`config.mk`:
```
export PLATFORM = sky130hd
export DESIGN_NAME = reg_bank
export DESIGN_NICKNAME = d
export VERILOG_FILES = /design/src/rtl/reg_bank.sv
export SDC_FILE = /design/constraint.sdc
export NUM_CORES = 1
export LEC_CHECK = 0
export CAP_MARGIN = 40
export CORE_MARGIN = 2
export CORE_UTILIZATION = 48
export CTS_CLUSTER_SIZE = 28
export DETAILED_ROUTE_END_ITERATION = 16
export PLACE_DENSITY_LB_ADDON = 0.1
export SLEW_MARGIN = 40
export SYNTH_ARGS = -nofsm -noshare
export SYNTH_HDL_FRONTEND = slang
export SYNTH_SLANG_ARGS = --single-unit
```
`constraint.sdc`:
```
create_clock -name i_clk -period 7.2 [get_ports i_clk]
set_input_delay 1.44 -clock i_clk [delete_from_list [all_inputs] [get_ports i_clk]]
set_output_delay 1.44 -clock i_clk [all_outputs]
set_load 0.01 [all_outputs]
```
`src/rtl/reg_bank.sv`:
```
// Multi-channel register bank: parallel load, addressed write, circular rotate,
// clear, registered addressed read and a live nonzero-channel count.
module reg_bank #(
    parameter  int XLEN   = 32,
    parameter  int NUM_CH = 4,
    localparam int ADDR_W = (NUM_CH > 2) ? $clog2(NUM_CH) : 1,
    localparam int CNT_W  = $clog2(NUM_CH + 1)
) (
    input  logic                     i_clk,
    input  logic                     i_rst,
    input  logic                     i_clr,
    input  logic                     i_ld_all,
    input  logic [NUM_CH*XLEN-1:0]   i_ld_data,
    input  logic                     i_wr_en,
    input  logic [ADDR_W-1:0]        i_wr_addr,
    input  logic [XLEN-1:0]          i_wr_data,
    input  logic                     i_rot_en,
    input  logic [ADDR_W-1:0]        i_rd_addr,
    output logic [XLEN-1:0]          o_rd_data,
    output logic [NUM_CH*XLEN-1:0]   o_out_flat,
    output logic [CNT_W-1:0]         o_nz_count,
    output logic                     o_rot_done,
    output logic                     o_wr_err
);

    localparam logic [ADDR_W:0]   LP_NUM_CH  = (ADDR_W + 1)'(NUM_CH);
    localparam logic [ADDR_W-1:0] LP_LAST_CH = ADDR_W'(NUM_CH - 1);

    logic [XLEN-1:0]   r_ch [NUM_CH];
    logic [ADDR_W-1:0] r_rot_cnt;
    logic [XLEN-1:0]   r_rd_data;
    logic              r_rot_done;
    logic              r_wr_err;

    logic              w_wr_oob;
    logic              w_rd_oob;
    logic              w_wr_active;
    logic [XLEN-1:0]   w_rd_sel;
    logic [CNT_W-1:0]  w_nz_count;

    // Compare against NUM_CH itself so non-power-of-two banks reject the unused codes.
    assign w_wr_oob    = ({1'b0, i_wr_addr} >= LP_NUM_CH);
    assign w_rd_oob    = ({1'b0, i_rd_addr} >= LP_NUM_CH);
    assign w_wr_active = i_wr_en & ~i_clr & ~i_ld_all & ~i_rot_en;

    always_comb begin
        w_rd_sel = '0;
        for (int i = 0; i < NUM_CH; i++) begin
            if (i_rd_addr == ADDR_W'(i)) begin
                w_rd_sel = r_ch[i];
            end
        end
    end

    always_comb begin
        w_nz_count = '0;
        for (int i = 0; i < NUM_CH; i++) begin
            w_nz_count = w_nz_count + CNT_W'(r_ch[i] != '0);
        end
    end

    always_ff @(posedge i_clk) begin
        if (i_rst) begin
            for (int i = 0; i < NUM_CH; i++) begin
                r_ch[i] <= '0;
            end
            r_rot_cnt  <= '0;
            r_rd_data  <= '0;
            r_rot_done <= 1'b0;
            r_wr_err   <= 1'b0;
        end else begin
            // Read samples the pre-update contents; a masked write never raises an error.
            r_rd_data  <= w_rd_oob ? '0 : w_rd_sel;
            r_wr_err   <= w_rd_oob | (w_wr_active & w_wr_oob);
            r_rot_done <= 1'b0;

            if (i_clr) begin
                for (int i = 0; i < NUM_CH; i++) begin
                    r_ch[i] <= '0;
                end
                r_rot_cnt <= '0;
            end else if (i_ld_all) begin
                for (int i = 0; i < NUM_CH; i++) begin
                    r_ch[i] <= i_ld_data[i*XLEN +: XLEN];
                end
                r_rot_cnt <= '0;
            end else if (i_rot_en) begin
                for (int i = 0; i < NUM_CH; i++) begin
                    r_ch[i] <= r_ch[(i + 1) % NUM_CH];
                end
                if (r_rot_cnt == LP_LAST_CH) begin
                    r_rot_cnt  <= '0;
                    r_rot_done <= 1'b1;
                end else begin
                    r_rot_cnt <= r_rot_cnt + 1'b1;
                end
            end else if (i_wr_en && !w_wr_oob) begin
                for (int i = 0; i < NUM_CH; i++) begin
                    if (i_wr_addr == ADDR_W'(i)) begin
                        r_ch[i] <= i_wr_data;
                    end
                end
            end
        end
    end

    for (genvar g = 0; g < NUM_CH; g++) begin : g_flat
        assign o_out_flat[g*XLEN +: XLEN] = r_ch[g];
    end

    assign o_rd_data  = r_rd_data;
    assign o_nz_count = w_nz_count;
    assign o_rot_done = r_rot_done;
    assign o_wr_err   = r_wr_err;

endmodule

```
==> reports/qor.log, run 1 <==
[status] result of the run finished, final reports clean
[synth] number of flops mapped to enable cells by yosys 128
[setup_path] reg-to-reg endpoint o_rd_data[0]
[final_layout] number of filler instances in the final layout 1274
[sta] actual slew at the worst max-slew pin 0.8664 ns
[min_path] Hold WC Path Type flop to flop
[synth] post-synthesis register bit count 163
[synth] Warnings, synthesis 0
[power] worst supply voltage drop on vdd 0.1733 mV
[grt] total congestion overflow 0
[detailed_routing] ANT nets after route 0
[place] worst setup slack after placement 2.587 ns
[cts] TritonCTS clock tree yes
[final_layout] final layout net count 1192
[setup_path] arrival time worst endpoint 3.39 ns
[place] area of placed instances 12050 sq um
[final_layout] synth-to-layout area growth 45.39%
[sta] Rel. slew slack 42.11%
[grt] largest net degree at the start of global routing 69
[detailed_routing] wire length reported by the detailed router 33310 microns
[cts] Post-CTS Resized 0
[power] Leak Pwr 4.726 nW
[final_layout] count of inserted antenna diode cells 0
[place] number of cells after detailed placement 1228
[min_path] beginning of the worst hold path r_rot_cnt[0]
[cts] count of hold-fix buffers inserted at cts 0
[synth] Yosys cell types 41
[setup_path] cell with the biggest individual delay on the critical path nor4_1
[setup_path] critical path startpoint category flop
[sta] Hold Violations, Final 0
[detailed_routing] final routed DRC violation total 0
[synth] Avg Inst Size Synth 12.07 sq um
[sta] setup violators final 0
[setup_path] R2R setup slack 5.92 ns
[sta] RSZ-0062 raised after global routing false
[setup_path] highest fanout seen on the critical path 4
[sta] crit path time final 4.828 ns
[job] max-cap viol count 0
[grt] antenna violations before repair 0
[place] number of buffers added on ports 333
[setup_path] Crit Reg-Reg Startpoint r_ch[3][0]
[synth] total nets after synthesis 895
[min_path] cell depth of the worst min-delay path 2
[synth] Top FF cell, synth edfxtp_1
[grt] global-route usage over all layers 33.95%
[place] Routability Congestion 0.8755
[min_path] Hold Path Sink r_rot_cnt[0]
[final_layout] Final Core Density 70.65%
[place] HPWL after DPL 22630 microns
[setup_path] chain of cells forming the critical path nor4_1 > nand4_1 > nor2_1 > fa_1 > inv_1 > ha_1 > ha_1 > clkdlybuf4s50_1
[sta] Setup TNS 0 ns
[sta] setup slack of the critical path after layout 2.372 ns
[grt] first-pass GRT wire length 49070 microns
[final_layout] final std cell area, no fill 12650 sq um
[cts] H-tree lvl count 4
[cts] post-CTS repair timing setup buffer count 0
[floorplan] FP Rows 49
[cts] Bufs on Longest Clock Path 2
[synth] share of the yosys chip area belonging to registers 52.24%
[power] Internal Dissipation 1.832 mW
[sta] largest clock skew in the final design 0.008808 ns
[floorplan] io pins 335
[cts] root buffer selected by CTS clkbuf_16
[setup_path] worst setup path category flop to output pin
[setup_path] number of cells on the worst reg-to-reg path 2
[floorplan] core area 17900 sq um
[final_layout] non-filler instance count after layout 1260
[detailed_routing] length of the first detailed-routing pass in iterations 7
[power] Final Power 2.489 mW
[floorplan] die outline height 138.6 microns
[cts] number of buffers created by CTS 17
[synth] total standard cell area after synthesis 8700 sq um
[sta] maximum clock frequency 207.1 MHz
[setup_path] Required @ worst endpoint 5.76 ns
[floorplan] area of the die 19220 sq um
[cts] later-pin clock latency in the skew report 0.43 ns
[sta] worst hold slack 0.4747 ns
[synth] count of mapped cells out of synthesis 721
[cts] clock-pin slew reported for the worst setup and hold paths after clock tree synthesis 0.07 ns
[sta] max-slew violation count 0
[sta] period utilization 67.05%
[floorplan] initial cell density of the core 48.60%
[setup_path] worst stage delay on the critical path 0.65 ns
[power] clock group share of total power 37.4%
[detailed_routing] Vias 8084
[power] fraction of power spent switching nets 26.38%
[final_layout] layout cells sized above 1 8.923%
[detailed_routing] WL/cell 26.44 microns
[synth] ys async rst share 0%
[detailed_routing] Iter 0 DRT Violations 904
[grt] number of global-route vias before repair 7823
[power] Cell Pwr Density 196.8 nW/um^2
[cts] Sink Count 163
[power] combinational share of power 17.3%
[setup_path] CP Capture Type output pin
[power] Psw 656.6 uW
[setup_path] most used cell along the critical path ha_1
[floorplan] horizontal die dimension 138.6 microns
[power] Reg power frac 45.3%
[detailed_routing] via count normalized by instance count 6.416
## flip-flops by register name, summed over array words and instances (netlist names)
signal	flops
r_rot_cnt	2
o_rd_data	32
o_rot_done	1
r_ch	128
## worst max path at each step
stage,from,end,slack (ns),cells after the start
2_1_floorplan,i_rot_en,r_ch[3][0],3.70,6
3_3_place_gp,i_rot_en,r_ch[3][17],2.74,5
3_5_place_dp,i_rot_en,r_ch[3][17],2.59,5
4_1_cts,r_ch[3][30],o_nz_count[2],2.45,8
5_1_grt,r_ch[3][30],o_nz_count[1],2.27,8
6_report,r_ch[3][30],o_nz_count[2],2.37,8
## critical path: cells and delay by family (launching register included)
kind | cells | cell delay (ns)
and+or+nand+nor | 3 | 1.14
adders and majority gates | 3 | 0.76
buffers and inverters | 2 | 0.61
DFF | 1 | 0.46
## layout by cell type, fill, tap and decap left out, types with 2 or more instances in the layout
master / count
clkdlybuf4s50_1: 328
edfxtp_1: 128
nand2_1: 97
a221o_1: 64
o21ai_0: 62
dfxtp_1: 35
and3_1: 33
mux2i_1: 33
and2_1: 32
a22o_1: 32
nor4_1: 32
mux4_2: 32
nor2b_1: 32
clkbuf_16: 17
buf_4: 12
nand4_1: 8
nor2_1: 4
clkinv_4: 4
inv_1: 3
ha_1: 3
clkinvlp_4: 3
inv_6: 3
buf_2: 3
o21ai_1: 2
or3_1: 2
bufinv_16: 2
clkinv_2: 2
## power groups by stage
| stage | registers (mW) | clock network (mW) | logic [mW] |
|---|---|---|---|
| after detailed placement | 1.14 | 0 | 0.427 |
| after CTS | 1.12 | 0.926 | 0.430 |
| after global routing | 1.13 | 0.964 | 0.453 |
| final | 1.13 | 0.931 | 0.432 |
| after floorplan | 1.14 | 0 | 0.143 |
| after global placement | 1.14 | 0 | 0.424 |
## logic make-up after synthesis
family	share of synthesized area (%)
and+or+nand+nor	15.94
AOI/OAI and AO/OA	14.53
DFF	52.24
buffers and inverters	4.415
muxes	12.08
adders and majority gates	0.6616
other	0.04311
xor gates and xnor gates	0.1007
## Yosys cell counts, types with 2 or more instances
cell,n,area (sq um)
edfxtp_1,128,3844
nand2_1,98,367.9
a221o_1,64,640.6
o21ai_0,62,310.3
dfxtp_1,35,700.7
and3_1,34,212.7
and2_1,33,206.5
mux2i_1,33,330.3
a22o_1,32,280.3
mux4_2,32,720.7
nor2b_1,32,200.2
nor4_1,32,200.2
clkbuf_1,28,105.1
buf_2,18,90.09
buf_6,11,123.9
nand4_1,8,50.05
buf_4,6,45.04
nor2_1,5,18.77
ha_1,3,37.54
inv_1,3,11.26
o21ai_1,2,10.01
or2b_1,2,15.01
or3_1,2,12.51
## layout make-up
class | instances | area (sq um) | area share, %
Multi-Input combinational cell | 490 | 3825 | 30.24
Sequential cell | 163 | 4544 | 35.93
Tap cell | 229 | 286.5 | 2.265
Clock inverter | 14 | 153.9 | 1.217
Inverter | 3 | 11.26 | 0.08903
Clock buffer | 18 | 439.2 | 3.472
Timing Repair Buffer | 343 | 3388 | 26.79
## layer usage
layer / vias to the layer above / track usage [%] / part of all wire, %
li1: 3425 / - / -
met1: 3984 / 42.81 / 37
met2: 598 / 56.85 / 50
met3: 77 / 7.700 / 10
met4: 0 / 14.25 / 3.5
met5: - / 0 / 0
Note: power is estimated with default switching activity, not from simulation.
==> inputs of run 2 (changes only) <==
- CORE_UTILIZATION: 48 -> 40
- clock period: 7.2 -> 4.15 ns (I/O delays scaled with it)
==> run 2 against run 1 <==
Global-route usage is 2.7 points lower. Non-clock buffer count up 11. Setup slack got worse by 2.3 ns. Via count rose by 0.59%. Critical path depth did not move. Utilization fell by 10 points.
==> reports/qor.log, run 2 (synthesis results as in run 1) <==
[status] result of the run finished, final reports clean [unchanged]
[floorplan] io pins 335 [unchanged]
[min_path] Hold WC Path Type flop to flop [unchanged]
[cts] root buffer selected by CTS clkbuf_16 [unchanged]
[power] Cell Pwr Density 342.1 nW/um^2 [was 196.8 nW/um^2]
[place] HPWL after DPL 25020 microns [was 22630 microns]
[setup_path] most used cell along the critical path ha_1 [unchanged]
[cts] TritonCTS clock tree yes [unchanged]
[cts] H-tree lvl count 4 [unchanged]
[cts] count of hold-fix buffers inserted at cts 0 [unchanged]
[cts] post-CTS repair timing setup buffer count 0 [unchanged]
[detailed_routing] WL/cell 27.57 microns [was 26.44 microns]
[setup_path] CP Capture Type output pin [unchanged]
[setup_path] worst stage delay on the critical path 0.52 ns [was 0.65 ns]
[setup_path] cell with the biggest individual delay on the critical path nor4_1 [unchanged]
[grt] largest net degree at the start of global routing 97 [was 69]
[setup_path] worst setup path category flop to output pin [unchanged]
[cts] Sink Count 163 [unchanged]
[final_layout] synth-to-layout area growth 47.49% [was 45.39%]
[detailed_routing] wire length reported by the detailed router 36280 microns [was 33310 microns]
[sta] period utilization 98.37%
[place] Routability Congestion 0.8819 [was 0.8755]
[floorplan] FP Rows 53 [was 49]
[floorplan] area of the die 22940 sq um [was 19220 sq um]
[sta] max-slew violation count 0 [unchanged]
[job] max-cap viol count 0 [unchanged]
[power] worst supply voltage drop on vdd 0.2606 mV [was 0.1733 mV]
[cts] number of buffers created by CTS 17 [unchanged]
[cts] clock-pin slew reported for the worst setup and hold paths after clock tree synthesis 0.06 ns [was 0.07 ns]
[detailed_routing] Vias 8132 [was 8084]
[floorplan] die outline height 151.5 microns [was 138.6 microns]
[sta] setup violators final 0 [unchanged]
[setup_path] chain of cells forming the critical path nor4_1 > nand4_1 > nor2_1 > fa_1 > inv_1 > ha_1 > ha_1 > clkdlybuf4s50_1 [unchanged]
[sta] Rel. slew slack 43.54% [was 42.11%]
[final_layout] Most flops, register r_ch [unchanged]
[sta] largest clock skew in the final design 0.01118 ns [was 0.008808 ns]
[sta] RSZ-0062 raised after global routing false [unchanged]
[detailed_routing] Iter 0 DRT Violations 727 [was 904]
[setup_path] critical path startpoint category flop [unchanged]
[sta] maximum clock frequency 245.0 MHz
[detailed_routing] ANT nets after route 0 [unchanged]
[floorplan] core area 21150 sq um [was 17900 sq um]
[grt] first-pass GRT wire length 51740 microns [was 49070 microns]
[setup_path] highest fanout seen on the critical path 4 [unchanged]
[final_layout] area of the multi-input gates 3826 sq um [was 3825 sq um]
[setup_path] R2R setup slack 2.84 ns [was 5.92 ns]
[place] number of buffers added on ports 333 [unchanged]
[setup_path] arrival time worst endpoint 3.25 ns [was 3.39 ns]
[power] Leak Pwr 4.798 nW [was 4.726 nW]
[floorplan] initial cell density of the core 41.12% [was 48.60%]
[grt] antenna violations before repair 0 [unchanged]
[final_layout] layout cells sized above 1 9.990% [was 8.923%]
[floorplan] horizontal die dimension 151.5 microns [was 138.6 microns]
[sta] actual slew at the worst max-slew pin 0.8469 ns [was 0.8664 ns]
[setup_path] Required @ worst endpoint 3.32 ns [was 5.76 ns]
[final_layout] flip-flop count of the largest register after layout 128 [unchanged]
[sta] Hold Violations, Final 0 [unchanged]
[final_layout] area used by sequential logic in the layout 4544 sq um [unchanged]
[sta] worst hold slack 0.4780 ns [was 0.4747 ns]
[cts] Bufs on Longest Clock Path 2 [unchanged]
[final_layout] count of inserted antenna diode cells 0 [unchanged]
[sta] crit path time final 4.082 ns
[grt] total congestion overflow 0 [unchanged]
[final_layout] final layout net count 1203 [was 1192]
[detailed_routing] via count normalized by instance count 6.179 [was 6.416]
[final_layout] number of filler instances in the final layout 1763 [was 1274]
[grt] global-route usage over all layers 31.27% [was 33.95%]
[detailed_routing] final routed DRC violation total 0 [unchanged]
[final_layout] most common cell after layout, fill and taps aside clkdlybuf4s50_1 [unchanged]
[final_layout] leading cell types in the layout, fill and taps excluded 328 x clkdlybuf4s50_1, 128 x edfxtp_1, 97 x nand2_1 [unchanged]
[sta] Setup TNS 0 ns [unchanged]
[cts] later-pin clock latency in the skew report 0.43 ns [about the same]
[grt] number of global-route vias before repair 8147 [was 7823]
[detailed_routing] length of the first detailed-routing pass in iterations 5 [was 7]
==> run 2: area by class of cell <==
type,instances,area share (%)
Sequential cell,163,35.42
Multi-Input combinational cell,490,29.82
Timing Repair Buffer,354,27.23
Clock buffer,18,3.423
Tap cell,275,2.682
Clock inverter,13,1.346
Inverter,3,0.08776
==> run 2: path summary, 6_finish.rpt <==
| kind | from | to | cells after the start |
|---|---|---|---|
| min reg2reg | r_rot_cnt[0] | r_rot_cnt[0] | 2 |
| max reg2reg | r_ch[1][14] | o_rd_data[14] | 3 |
| max | r_ch[1][21] | o_nz_count[1] | 8 |
| min | r_rot_cnt[0] | r_rot_cnt[0] | 2 |
==> run 2: per-stage QoR <==
step / util [%] / cells / setup WS [ns] / power, mW / instance area, sq um
finish: 60.66 / 1316 / 0.06759 / 4.389 / 12830
global route: 60.66 / 1316 / 0.0003102 / 4.509 / 12830
floorplan: - / 721 / 1.259 / 2.235 / 8700
detailed placement: 57.70 / 1285 / 0.5786 / 2.743 / 12210
global placement: 57.68 / 1285 / 0.5255 / 2.741 / 12200
CTS: 60.60 / 1316 / 0.06026 / 4.388 / 12820
==> run 2: metal layers <==
layer / vias to the layer above / part of all wire [%] / routed length, microns / GRT usage (%)
li1: 3446 / - / - / -
met1: 4000 / 37 / 13340 / 39.35
met2: 588 / 48 / 17490 / 51.43
met3: 98 / 11 / 4067 / 7.874
met4: 0 / 3.8 / 1385 / 13.18
met5: - / 0 / 0 / 0
==> run 2: worst max-delay path, delay by kind of cell, from the launching register on <==
family	cells	cell delay, ns
AND/OR/NAND/NOR	3	0.98
adder cells (fa/ha/maj)	3	0.85
buffers and inverters	2	0.56
flip-flops	1	0.44
==> run 2: power by group <==
| part | internal (mW) | total, mW | leakage [nW] | switching (mW) |
|---|---|---|---|---|
| sequential | 1.85 | 1.95 | 1.80 | 0.102 |
| clock | 0.974 | 1.67 | 0.299 | 0.698 |
| combinational | 0.425 | 0.767 | 2.70 | 0.342 |
==> run 2: timing repair <==
item / in CTS / in global routing
endpoints found under the setup margin: 0 / 2
resized for setup: 0 / 2
hold endpoints to repair: 0 / 0
